File: src/rtl/pipe_stage_reg_pkg.sv
// rtl/pipe_stage_reg_pkg.sv - shared pipeline control encodings for stage registers
package pipe_stage_reg_pkg;

    localparam logic STOP          = 1'b1;
    localparam logic NOSTOP        = 1'b0;
    localparam logic RST_ENABLE    = 1'b1;
    localparam logic WRITE_DISABLE = 1'b0;

endpackage

File: src/rtl/pipe_perf_cnt.sv
// rtl/pipe_perf_cnt.sv - saturating event counter with synchronous clear
module pipe_perf_cnt #(
    parameter int CNT_W = 32
) (
    input  logic             clk,
    input  logic             clr,
    input  logic             inc,
    output logic [CNT_W-1:0] cnt
);

    always_ff @(posedge clk) begin
        if (clr) begin
            cnt <= '0;
        end else if (inc && (cnt != {CNT_W{1'b1}})) begin
            cnt <= cnt + 1'b1;
        end
    end

endmodule

File: src/rtl/pipe_stage_reg.sv
// rtl/pipe_stage_reg.sv - generic pipeline stage register; PIPE_STAGE_PERF_EN adds bubble/hold counters
module pipe_stage_reg
    import pipe_stage_reg_pkg::*;
#(
    parameter int STALL_W         = 6,
    parameter int STAGE           = 3,
    parameter int NWE             = 4,
    parameter int DATA_W          = 160,
    parameter int MC_W            = 66,
    parameter bit BUBBLE_CLR_DATA = 1'b1,
    parameter int CNT_W           = 32
) (
    input  logic               clk,
    input  logic               Rst_n,
    input  logic [STALL_W-1:0] stall,
    input  logic               flush,
    input  logic               in_valid,
    input  logic [NWE-1:0]     in_we,
    input  logic [DATA_W-1:0]  in_data,
    input  logic [MC_W-1:0]    mc_state_i,
    output logic               out_valid,
    output logic [NWE-1:0]     out_we,
    output logic [DATA_W-1:0]  out_data,
    output logic [MC_W-1:0]    mc_state_o,
    output logic [CNT_W-1:0]   bubble_cnt_o,
    output logic [CNT_W-1:0]   hold_cnt_o
);

    // Shift rather than index so the whole stall vector is consumed.
    logic [1:0] stall_pair;
    logic       s_stop;
    logic       d_stop;

    assign stall_pair = 2'(stall >> STAGE);
    assign s_stop     = (stall_pair[0] == STOP);
    assign d_stop     = (stall_pair[1] == STOP);

    always_ff @(posedge clk) begin
        if (Rst_n == RST_ENABLE) begin
            out_valid  <= 1'b0;
            out_we     <= {NWE{WRITE_DISABLE}};
            out_data   <= '0;
            mc_state_o <= '0;
        end else if (flush) begin
            out_valid  <= 1'b0;
            out_we     <= {NWE{WRITE_DISABLE}};
            out_data   <= '0;
            mc_state_o <= '0;
        end else if (s_stop && !d_stop) begin
            out_valid  <= 1'b0;
            out_we     <= {NWE{WRITE_DISABLE}};
            if (BUBBLE_CLR_DATA) begin
                out_data <= '0;
            end
            mc_state_o <= mc_state_i;
        end else if (!s_stop) begin
            // in_we is captured unmasked even when in_valid is low.
            out_valid  <= in_valid;
            out_we     <= in_we;
            out_data   <= in_data;
            mc_state_o <= '0;
        end else begin
            mc_state_o <= mc_state_i;
        end
    end

`ifdef PIPE_STAGE_PERF_EN
    logic cnt_clr;
    logic bubble_inc;
    logic hold_inc;

    assign cnt_clr    = (Rst_n == RST_ENABLE);
    assign bubble_inc = !flush && s_stop && !d_stop;
    assign hold_inc   = !flush && s_stop && d_stop;

    pipe_perf_cnt #(.CNT_W(CNT_W)) u_bubble_cnt (
        .clk (clk),
        .clr (cnt_clr),
        .inc (bubble_inc),
        .cnt (bubble_cnt_o)
    );

    pipe_perf_cnt #(.CNT_W(CNT_W)) u_hold_cnt (
        .clk (clk),
        .clr (cnt_clr),
        .inc (hold_inc),
        .cnt (hold_cnt_o)
    );
`else
    assign bubble_cnt_o = '0;
    assign hold_cnt_o   = '0;
`endif

endmodule

File: config.mk
export PLATFORM = sky130hd
export DESIGN_NAME = pipe_stage_reg
export DESIGN_NICKNAME = d
export VERILOG_FILES = /design/src/rtl/pipe_stage_reg_pkg.sv /design/src/rtl/pipe_perf_cnt.sv /design/src/rtl/pipe_stage_reg.sv
export SDC_FILE = /design/constraint.sdc
export NUM_CORES = 1
export LEC_CHECK = 0
export ABC_AREA = 1
export BUFFER_PORTS_ARGS = -buffer_cell sky130_fd_sc_hd__buf_2
export CAP_MARGIN = 10
export CORE_ASPECT_RATIO = 0.75
export CORE_MARGIN = 3
export CORE_UTILIZATION = 25
export CTS_CLUSTER_SIZE = 10
export DETAILED_ROUTE_END_ITERATION = 8
export HOLD_SLACK_MARGIN = 0.12
export PLACE_DENSITY = 0.49
export REMOVE_ABC_BUFFERS = 1
export SKIP_LAST_GASP = 1
export SLEW_MARGIN = 25
export SYNTH_ARGS = -nofsm -noshare
export SYNTH_HDL_FRONTEND = slang
export SYNTH_SLANG_ARGS = --single-unit
File: constraint.sdc
create_clock -name clk -period 3.2 [get_ports clk]
set_clock_uncertainty 0.2 [all_clocks]
set_input_delay 0.64 -clock clk [delete_from_list [all_inputs] [get_ports clk]]
set_output_delay 0.64 -clock clk [all_outputs]
set_load 0.01 [all_outputs]
==> key figures <==
Clock network
  – Clock slew seen by the registers of the worst setup and hold paths: 0.06 ns
  – Clk Latency, worst-skew pair: 0.53 ns
  – Clock sinks: 231
  – H-tree depth: 1
  – Post-CTS Resized: 0
  – CTS tree: done
  – Postcts setup bufs: 0
  – TritonCTS buffer count: 27
  – CTS max path bufs: 3
  – Root Buffer: clkbuf_16
  – Post-CTS Hold Buffers: 66

Drt
  – WL per Instance: 12.1 microns
  – Routed wire length: 30300 microns
  – Pre-Repair DR Iteration Count: 6
  – Vias per cell: 3.66
  – Iteration-0 DRC Markers: 337
  – Via count: 9194
  – DRC: 0
  – Antenna-violating nets left: 0

Critical path
  – Worst Path Max Fanout: 2
  – Crit path depth: 1
  – Critical-path cell list: buf_2
  – Critical path buffers and inverters: 1
  – Critical Path Max Stage Delay: 0.32 ns
  – Crit-path slowest cell: dfxtp_1
  – Worst Path Required: 2.36 ns
  – Crit path arrival time: 1.05 ns
  – Worst reg-to-reg path cell count: 4
  – Critical Path Sink Type: output pin
  – Worst path top cell family by delay: flip-flops
  – Setup CP Type: reg -> out
  – Crit start category: register

Power and ir drop
  – Clock network power share: 42.1%
  – Sw Share: 24.8%
  – Sequential share of power: 46.6%
  – PD cells: 471 nW/um^2
  – P_sw: 1.59 mW
  – Logic pwr share: 11.3%
  – Peak supply drop: 385 uV
  – Lkg Pwr: 8.89 nW
  – Internal power: 4.82 mW

Floorplanning
  – Cell Rows: 62
  – Die area: 41500 sq um
  – Core area: 38400 sq um
  – Initial Util: 25.4%
  – Die Ht: 177 microns
  – I/O Pins: 535
  – Die width: 234 microns

Synthesis
  – Post-Synthesis Cells: 1485
  – Synth warn: 0
  – Yosys cell types: 10
  – Avg Cell Area, Syn: 6.57 sq um
  – Synth Cell Area: 9760 sq um
  – Seq/Total Area, Yosys: 47.4%
  – Post-synthesis register bit count: 231

Status
  – Status: complete, no violations

Timing
  – Fin Setup TNS: 0 ns
  – RSZ-0062 raised after global routing: false
  – Max Fclk: 529 MHz
  – Slew margin rel.: 55.3%
  – Worst-margin pin slew: 0.671 ns
  – Final Setup Violations: 0
  – Final min period: 1.89 ns
  – Hold Vio Cnt, Final: 0
  – Max Slew Vio Count: 0
  – Final period utilization: 59.0%

Hold path
  – Hold depth: 5
  – HP Class: in -> reg

Global route
  – Largest net degree at the start of global routing: 148
  – Gr usage total: 13.7%
  – Gr ovfl total: 0
  – Initial antenna violation count: 6
  – First-pass GRT wire length: 45200 microns
  – Number of global-route vias before repair: 8719

Finish
  – Layout area overhead: 39.3%
  – Most common cell after layout, fill and taps aside: nor2_1
  – Layout cells sized above 1: 25.4%
  – Utilization after layout: 35.4%
  – Final #Nets: 2232
  – Most frequent cells in the layout: nor2_1 (562), buf_2 (465), inv_1 (397), dfxtp_1 (231), nand2_1 (165)

Job
  – Max-Cap Viols: 0

Place
  – PortBufs: 466
  – Global placer's final weighted congestion: 0.801
  – Post-DP HPWL: 22200 microns
==> sequential cells by signal, indices dropped and copies added, names as in the netlist <==
signal and flops:
mc_state_o 66, out_data 160, out_valid 1, out_we 4
==> Yosys cell counts <==
cell | n | area, sq um
nor2_1 | 562 | 2110
buf_6 | 16 | 180
nand2_2 | 2 | 12.5
conb_1 | 1 | 3.75
dfxtp_1 | 231 | 4620
inv_1 | 397 | 1490
buf_4 | 68 | 510
nand2_1 | 166 | 623
clkbuf_1 | 2 | 7.51
buf_2 | 40 | 200
==> per-stage QoR <==
stage | hold WS (ns) | total power, mW | cell area [sq um] | std cells | setup slack [ns]
final | 0.217 | 6.41 | 13600 | 2511 | 1.31
after floorplan | 0.376 | 3.35 | 9100 | 1422 | 0.554
after global routing | 0.199 | 6.76 | 13600 | 2510 | 1.22
after CTS | 0.174 | 6.55 | 13600 | 2510 | 1.23
after detailed placement | 0.327 | 3.71 | 12200 | 2409 | 0.969
after global placement | 0.323 | 3.71 | 12200 | 2409 | 0.997
==> metal layers <==
metal  vias to the layer above  track usage [%]  routed length, microns
met5                         -                0                      71
met4                        12             4.08                     912
met3                        54             4.41                    2770
met2                       290             25.1                   14900
met1                      3927             14.9                   11600
li1                       4911                -                       -
==> worst min-delay path, stage by stage <==
cell and delay [ns]:
buf_2 0.07, inv_1 0.03, nor2_1 0.07, nor2_1 0.04
nor2_1 0.06
==> cell type report <==
cell class,count,area [sq um]
Antenna cell,1,2.50
Tap cell,512,641
Clock buffer,34,722
Sequential cell,231,4620
Inverter,397,1490
Multi-Input combinational cell,794,3000
Timing Repair Buffer,541,3110
Clock inverter,1,8.76
Fill cell,4211,24800
==> power groups by stage <==
stage	clock (mW)	combinational [mW]	sequential (mW)
finish	2.70	0.723	2.99
CTS	2.83	0.731	2.99
floorplan	0	0.265	3.09
global route	2.95	0.824	2.99
global placement	0	0.661	3.04
detailed placement	0	0.666	3.05
==> cells by family (layout without fill, tap and decap cells) <==
group	Yosys count	in the layout	share of synthesized area [%]
buf+inv	523	973	24.5
flops	231	231	47.4
simple gates	730	730	28.1
other cells	1	65	0.0384
==> final timing paths <==
kind,slack [ns],startpoint,to
worst max register to register,2.31,out_data[112],out_data[112]
worst min register to register,0.34,out_data[43],out_data[43]
worst min-delay path,0.22,in_data[38],out_data[38]
worst max-delay path,1.31,out_data[66],out_data[66]
No activity file was read; power rests on OpenSTA's default activity.
